<file path="src/rtl/raster_traversal_if.sv">
// Triangle-in, rasterizer-probe and fragment-out signal bundle for raster_traversal.
// Slave is the traversal controller; master is the triangle source, rasterizer and fragment sink.
interface raster_traversal_if #(
  parameter int COORD_W = 11
);
  logic                    aTriValid;
  logic                    anOutTriReady;
  logic [1:0][COORD_W-1:0] aPoint1;
  logic [1:0][COORD_W-1:0] aPoint2;
  logic [1:0][COORD_W-1:0] aPoint3;
  logic [1:0][COORD_W-1:0] anOutPoint1;
  logic [1:0][COORD_W-1:0] anOutPoint2;
  logic [1:0][COORD_W-1:0] anOutPoint3;
  logic [COORD_W-1:0]      anOutRastX;
  logic [COORD_W-1:0]      anOutRastY;
  logic                    aRastInside;
  logic                    anOutFragValid;
  logic                    aFragReady;
  logic [COORD_W-1:0]      anOutFragX;
  logic [COORD_W-1:0]      anOutFragY;
  logic                    anOutBusy;
  logic                    anOutDone;

  modport master (
    output aTriValid, aPoint1, aPoint2, aPoint3, aRastInside, aFragReady,
    input  anOutTriReady, anOutPoint1, anOutPoint2, anOutPoint3,
           anOutRastX, anOutRastY, anOutFragValid, anOutFragX, anOutFragY,
           anOutBusy, anOutDone
  );

  modport slave (
    input  aTriValid, aPoint1, aPoint2, aPoint3, aRastInside, aFragReady,
    output anOutTriReady, anOutPoint1, anOutPoint2, anOutPoint3,
           anOutRastX, anOutRastY, anOutFragValid, anOutFragX, anOutFragY,
           anOutBusy, anOutDone
  );
endinterface

</file>
<file path="src/rtl/raster_traversal.sv">
// Bounding-box scan controller: first fragment 3 cycles after accept, then one pixel/cycle.
// Backpressure: an inside pixel stalls the cursor while the fragment register is full and not ready.
module raster_traversal #(
  parameter int COORD_W  = 11,
  parameter int SCREEN_W = 640,
  parameter int SCREEN_H = 480
) (
  input  logic              aClock,
  input  logic              aReset,
  raster_traversal_if.slave io
);
  typedef logic [COORD_W-1:0]      coord_t;
  typedef logic [1:0][COORD_W-1:0] point_t;
  typedef enum logic [2:0] {IDLE, SETUP, SCAN, DRAIN, DONE} state_t;

  localparam coord_t X_LAST = COORD_W'(SCREEN_W - 1);
  localparam coord_t Y_LAST = COORD_W'(SCREEN_H - 1);

  state_t state, next_state;
  point_t pt1, pt2, pt3;
  coord_t min_x, max_x, min_y, max_y;
  coord_t cur_x, cur_y;
  logic   frag_vld;
  coord_t frag_x, frag_y;

  logic   tri_accept, cur_adv, frag_load, frag_free, at_last, box_empty;
  coord_t s_min_x, s_max_x, s_min_y, s_max_y;

  function automatic coord_t min3(input coord_t a, input coord_t b, input coord_t c);
    coord_t m;
    m = (a < b) ? a : b;
    return (c < m) ? c : m;
  endfunction

  function automatic coord_t max3(input coord_t a, input coord_t b, input coord_t c);
    coord_t m;
    m = (a > b) ? a : b;
    return (c > m) ? c : m;
  endfunction

  // Box of the latched vertices, upper bounds clamped to the screen.
  always_comb begin
    s_min_x   = min3(pt1[0], pt2[0], pt3[0]);
    s_min_y   = min3(pt1[1], pt2[1], pt3[1]);
    s_max_x   = max3(pt1[0], pt2[0], pt3[0]);
    s_max_y   = max3(pt1[1], pt2[1], pt3[1]);
    if (s_max_x > X_LAST) s_max_x = X_LAST;
    if (s_max_y > Y_LAST) s_max_y = Y_LAST;
    box_empty = (s_min_x > X_LAST) || (s_min_y > Y_LAST);
  end

  assign frag_free = !frag_vld || io.aFragReady;
  assign at_last   = (cur_x == max_x) && (cur_y == max_y);

  always_comb begin
    next_state = state;
    tri_accept = 1'b0;
    cur_adv    = 1'b0;
    frag_load  = 1'b0;
    case (state)
      IDLE: begin
        if (io.aTriValid) begin
          tri_accept = 1'b1;
          next_state = SETUP;
        end
      end
      SETUP: next_state = box_empty ? DONE : SCAN;
      SCAN: begin
        if (!io.aRastInside || frag_free) begin
          frag_load = io.aRastInside;
          if (at_last) next_state = DRAIN;
          else         cur_adv    = 1'b1;
        end
      end
      DRAIN: if (frag_free) next_state = DONE;
      DONE:  next_state = IDLE;
      default: next_state = IDLE;
    endcase
  end

  always_ff @(posedge aClock) begin
    if (aReset) begin
      state    <= IDLE;
      pt1      <= '0;
      pt2      <= '0;
      pt3      <= '0;
      min_x    <= '0;
      max_x    <= '0;
      min_y    <= '0;
      max_y    <= '0;
      cur_x    <= '0;
      cur_y    <= '0;
      frag_vld <= 1'b0;
      frag_x   <= '0;
      frag_y   <= '0;
    end else begin
      state <= next_state;
      if (tri_accept) begin
        pt1 <= io.aPoint1;
        pt2 <= io.aPoint2;
        pt3 <= io.aPoint3;
      end
      if (state == SETUP) begin
        min_x <= s_min_x;
        max_x <= s_max_x;
        min_y <= s_min_y;
        max_y <= s_max_y;
        cur_x <= s_min_x;
        cur_y <= s_min_y;
      end
      if (cur_adv) begin
        if (cur_x < max_x) begin
          cur_x <= cur_x + 1'b1;
        end else begin
          cur_x <= min_x;
          cur_y <= cur_y + 1'b1;
        end
      end
      if (frag_load) begin
        frag_vld <= 1'b1;
        frag_x   <= cur_x;
        frag_y   <= cur_y;
      end else if (io.aFragReady) begin
        frag_vld <= 1'b0;
      end
    end
  end

  assign io.anOutTriReady  = (state == IDLE);
  assign io.anOutBusy      = (state != IDLE);
  assign io.anOutDone      = (state == DONE);
  assign io.anOutPoint1    = pt1;
  assign io.anOutPoint2    = pt2;
  assign io.anOutPoint3    = pt3;
  assign io.anOutRastX     = cur_x;
  assign io.anOutRastY     = cur_y;
  assign io.anOutFragValid = frag_vld;
  assign io.anOutFragX     = frag_x;
  assign io.anOutFragY     = frag_y;
endmodule
</file>
<file path="src/flat_wrapper.sv">
// flat-port wrapper written by rule: the top's interface ports become plain ports
module raster_traversal_flat 
#(
  parameter int COORD_W  = 11,
  parameter int SCREEN_W = 640,
  parameter int SCREEN_H = 480
)
  (aClock, aReset, io_aTriValid, io_aPoint1, io_aPoint2, io_aPoint3, io_aRastInside, io_aFragReady, io_anOutTriReady, io_anOutPoint1, io_anOutPoint2, io_anOutPoint3, io_anOutRastX, io_anOutRastY, io_anOutFragValid, io_anOutFragX, io_anOutFragY, io_anOutBusy, io_anOutDone);
  raster_traversal_if #(.COORD_W(COORD_W)) io_i ();
  input  logic aClock;
  input  logic aReset;
  input wire logic [$bits(io_i.aTriValid)-1:0] io_aTriValid;
  input wire logic [$bits(io_i.aPoint1)-1:0] io_aPoint1;
  input wire logic [$bits(io_i.aPoint2)-1:0] io_aPoint2;
  input wire logic [$bits(io_i.aPoint3)-1:0] io_aPoint3;
  input wire logic [$bits(io_i.aRastInside)-1:0] io_aRastInside;
  input wire logic [$bits(io_i.aFragReady)-1:0] io_aFragReady;
  output wire logic [$bits(io_i.anOutTriReady)-1:0] io_anOutTriReady;
  output wire logic [$bits(io_i.anOutPoint1)-1:0] io_anOutPoint1;
  output wire logic [$bits(io_i.anOutPoint2)-1:0] io_anOutPoint2;
  output wire logic [$bits(io_i.anOutPoint3)-1:0] io_anOutPoint3;
  output wire logic [$bits(io_i.anOutRastX)-1:0] io_anOutRastX;
  output wire logic [$bits(io_i.anOutRastY)-1:0] io_anOutRastY;
  output wire logic [$bits(io_i.anOutFragValid)-1:0] io_anOutFragValid;
  output wire logic [$bits(io_i.anOutFragX)-1:0] io_anOutFragX;
  output wire logic [$bits(io_i.anOutFragY)-1:0] io_anOutFragY;
  output wire logic [$bits(io_i.anOutBusy)-1:0] io_anOutBusy;
  output wire logic [$bits(io_i.anOutDone)-1:0] io_anOutDone;
  assign io_i.aTriValid = io_aTriValid;
  assign io_i.aPoint1 = io_aPoint1;
  assign io_i.aPoint2 = io_aPoint2;
  assign io_i.aPoint3 = io_aPoint3;
  assign io_i.aRastInside = io_aRastInside;
  assign io_i.aFragReady = io_aFragReady;
  assign io_anOutTriReady = io_i.anOutTriReady;
  assign io_anOutPoint1 = io_i.anOutPoint1;
  assign io_anOutPoint2 = io_i.anOutPoint2;
  assign io_anOutPoint3 = io_i.anOutPoint3;
  assign io_anOutRastX = io_i.anOutRastX;
  assign io_anOutRastY = io_i.anOutRastY;
  assign io_anOutFragValid = io_i.anOutFragValid;
  assign io_anOutFragX = io_i.anOutFragX;
  assign io_anOutFragY = io_i.anOutFragY;
  assign io_anOutBusy = io_i.anOutBusy;
  assign io_anOutDone = io_i.anOutDone;
  raster_traversal #(.COORD_W(COORD_W), .SCREEN_W(SCREEN_W), .SCREEN_H(SCREEN_H)) u_core (.aClock(aClock), .aReset(aReset), .io(io_i));
endmodule
</file>
<file path="config.mk">
export PLATFORM = sky130hd
export DESIGN_NAME = raster_traversal_flat
export DESIGN_NICKNAME = d
export VERILOG_FILES = /design/src/rtl/raster_traversal_if.sv /design/src/rtl/raster_traversal.sv /design/src/flat_wrapper.sv
export SDC_FILE = /design/constraint.sdc
export NUM_CORES = 1
export LEC_CHECK = 0
export CAP_MARGIN = 20
export CORE_MARGIN = 2
export CORE_UTILIZATION = 55
export CTS_CLUSTER_SIZE = 20
export DETAILED_ROUTE_END_ITERATION = 12
export DONT_BUFFER_PORTS = 1
export PLACE_DENSITY = 0.71
export SLEW_MARGIN = 20
export SYNTH_ARGS = -nofsm -noshare
export SYNTH_HDL_FRONTEND = slang
export SYNTH_SLANG_ARGS = --single-unit
</file>
<file path="constraint.sdc">
create_clock -name aClock -period 4.6 [get_ports aClock]
set_input_delay 0.69 -clock aClock [delete_from_list [all_inputs] [get_ports aClock]]
set_output_delay 0.69 -clock aClock [all_outputs]
set_load 0.05 [all_outputs]
</file>
==> flow_metrics.env <==
export IMPL_min_delay_start="aReset"
export IMPL_cts_buffers=17
export IMPL_via_per_inst=5.84
export IMPL_fin_nets=1288
export IMPL_synth_edf_count=0
export IMPL_max_freq_mhz=235
export IMPL_n_antenna_cell=0
export IMPL_slew_viol_final=0
export IMPL_row_count=45
export IMPL_drtPass1Iterations=7
export IMPL_drt_antenna_violating_nets=0
export IMPL_io_buffers=0
export IMPL_yosys_most_used_dff="dfxtp_1"
export IMPL_async_reset_ff_share_pct=0
export IMPL_h_tree_depth=4
export IMPL_first_iter_violations=625
export IMPL_fin_area_um2=9780
export IMPL_postPlaceCellArea_um2=9190
export IMPL_setup_viol=0
export IMPL_die_area_um2=16800
export IMPL_dpl_worst_slack_ps=165
export IMPL_drcViolationCount=0
export IMPL_outcome="finished, final reports clean"
export IMPL_ys_ff_latch=147
export IMPL_ys_top_cells_by_area="dfxtp_1, ha_1, nand2_1"
export IMPL_crit_path_cell_trace="inv_1, ha_1, a21oi_1, a211oi_2, a2111oi_4, buf_4, nor2_1, a21oi_1, ha_1, a211oi_1, nor2_1, o31ai_1, nand3_1, a41oi_2, buf_4, mux2i_1, a21oi_1, a21oi_1"
export IMPL_powerDensity_nw_per_um2=858
export IMPL_nFillCells=1389
export IMPL_clkTransAtPathRegs_ps=60
export IMPL_cpPeakStageDelay_ps=370
export IMPL_vias=7959
export IMPL_drive_above_1_share_pct=11.0
export IMPL_crit_type="flip-flop to flip-flop"
export IMPL_irDropWorstVdd_uv=975
export IMPL_worstPathRequired_ps=4960
export IMPL_antenna_found_initial=0
export IMPL_cpMaxStageDelayCell="a2111oi_4"
export IMPL_grtUsageTotal_pct=27.8
export IMPL_placed_cells=1332
export IMPL_ioPinCount=185
export IMPL_tritoncts="yes"
export IMPL_crit_top_cell="a21oi_1"
export IMPL_synthCells=1122
export IMPL_grt_ovfl_total=0
export IMPL_r2r_worst_path_cells=18
export IMPL_hold_class="input port to flip-flop"
export IMPL_insertion_delay_ps=430
export IMPL_area_growth_pct=12.7
export IMPL_cts_sinks=147
export IMPL_reg2reg_from="u_core.io.anOutPoint2[13]$_SDFFE_PP0P_"
export IMPL_yosysWarnings=0
export IMPL_crit_path_start_kind="flip-flop"
export IMPL_fin_tns_setup_ps=0
export IMPL_end_kind="flip-flop"
export IMPL_fin_cells=1364
export IMPL_cts_root_buf="clkbuf_16"
export IMPL_start_util_pct=56.7
export IMPL_grt_setup_unrepaired="false"
export IMPL_routed_wl_um=23500
export IMPL_crit_family="compound AO/OA/AOI/OAI gates"
export IMPL_syn_area_um2=8680
export IMPL_crit_buf_inv=3
export IMPL_finalPower_w=0.00840
export IMPL_p_leak_nw=3.93
export IMPL_finalCritPeriodShare_pct=92.5
export IMPL_synth_top_area_cell="dfxtp_1"
export IMPL_finalClockSkew_ps=9.78
export IMPL_synth_top_cell_area_share_pct=33.9
export IMPL_layout_min_cycle_time_ps=4260
export IMPL_dp_hpwl_um=17200
export IMPL_place_congestion=0.897
export IMPL_crit_arrival_ps=4610
export IMPL_cp_max_fo=26
export IMPL_setup_ws_ps=343
export IMPL_first_global_vias=7076
export IMPL_holdPathStages=1
export IMPL_grt_pass1_wl_um=36900
export IMPL_synth_nets=1270
export IMPL_hold_viol_final=0
export IMPL_die_w_um=130
export IMPL_grt_max_degree=140
export IMPL_crit_start="u_core.io.anOutPoint2[13]$_SDFFE_PP0P_"
export IMPL_cts_path_max_buffers=2
export IMPL_wire_per_inst_um=17.2
export IMPL_ys_seq_area_share_pct=33.9
export IMPL_ys_types=51
export IMPL_coreArea_um2=15300
export IMPL_maxCapViolations=0
export IMPL_die_h_um=130
export IMPL_worst_path_stages=18
export IMPL_avgSynthCellArea_um2=7.73
export IMPL_worstMarginPinSlew_ps=978
export IMPL_slew_headroom_pct=34.5
[kinds of logic (layout without fill, tap and decap cells)]
kind of cell             Yosys count  count (layout)  share of synthesized area [%]
XOR/XNOR                          20              20                           2.02
multiplexers                      44              44                           5.19
AO/OA/AOI/OAI                    312             312                           22.4
adder cells (fa/ha/maj)           77              77                           11.1
AND/OR/NAND/NOR                  402             402                           20.1
buffers and inverters            120             151                           5.26
flip-flops                       147             147                           33.9
[power by group]
group          switching (W)  internal [W]
clock               0.000573      0.000730
combinational        0.00316       0.00177
sequential          0.000576       0.00159
[layout by cell type, fill, tap and decap left out, types with 7 or more instances in the layout]
cell and count:
mux2_2 8, nand3_1 28, mux2i_1 36, nand2_1 231, o211ai_1 21, nor2_1 63
a211oi_1 24, ha_1 77, nand4_1 18, o21ai_0 35, xor2_1 15, dfxtp_1 143
clkbuf_16 17, a21o_1 9, a21oi_1 165, nor3_1 10, buf_4 64, nor3b_1 7
inv_1 55, a311oi_1 10, and3_1 13
[worst paths after layout]
| check | slack [ps] | to |
|---|---|---|
| max | 340 | u_core.io.anOutRastY[8]$_SDFF_PP0_ |
| min | 330 | u_core.io.anOutFragX[9]$_SDFFE_PP0P_ |
| max reg2reg | 340 | u_core.io.anOutRastY[8]$_SDFF_PP0_ |
| min reg2reg | 450 | u_core.min_x[6]$_SDFFE_PP0P_ |
[per-layer routing]
| metal | routed length, µm | global-route usage, % | part of all wire, % | up-vias |
|---|---|---|---|---|
| li1 | - | - | - | 3987 |
| met1 | 11300 | 40.9 | 48 | 3659 |
| met2 | 9840 | 39.9 | 42 | 289 |
| met3 | 2020 | 7.51 | 8.6 | 24 |
| met4 | 297 | 7.53 | 1.3 | 0 |
| met5 | 0 | 0 | 0 | - |
[state kept, by name, summed over array words and instances, names as in the netlist, 3 cells and up]
register / flops
u_core.min_x: 11
u_core.io.anOutFragY: 11
u_core.io.anOutPoint2: 22
u_core.io.anOutRastX: 11
u_core.max_y: 11
u_core.io.anOutPoint1: 22
u_core.max_x: 11
u_core.io.anOutFragX: 11
u_core.state: 3
u_core.io.anOutPoint3: 22
u_core.io.anOutRastY: 11
[through the flow]
step	hold WS, ps	util, %
after detailed placement	441	60.0
after global placement	433	60.0
after CTS	324	63.6
after global routing	314	63.9
after floorplan	428	-
final	332	63.9
[synthesized netlist by cell type, drive strengths merged, types with 5 or more instances]
library cell,n
nand2b,6
nand3,28
o211ai,21
nor2,64
buf,8
a2111oi,5
nand2,232
xor2,15
ha,77
nor3b,8
mux2i,36
and3,13
dfxtp,147
or3,6
a31oi,5
a21o,10
a21oi,165
clkbuf,57
o21ai,40
o311ai,6
a211oi,25
mux2,8
nand4,18
a311oi,10
inv,55
nor3,12
xnor2,5
nor2b,6
[what timing repair did]
item,CTS,global route
hold endpoints to repair,0,0
resized for setup,0,6
buffers inserted,0,0
hold buffers,0,0
endpoints found under the setup margin,0,23
[layout make-up]
type | instances | area, µm² | share of cell area [%]
repair buffers | 64 | 480 | 4.91
flip-flops and latches | 147 | 2950 | 30.1
clock buffers | 20 | 467 | 4.77
clock inverters | 12 | 82.6 | 0.844
multi-input cells | 855 | 5330 | 54.5
well taps | 211 | 264 | 2.70
inverters | 55 | 206 | 2.11
Note: power is estimated with default switching activity, not from simulation.
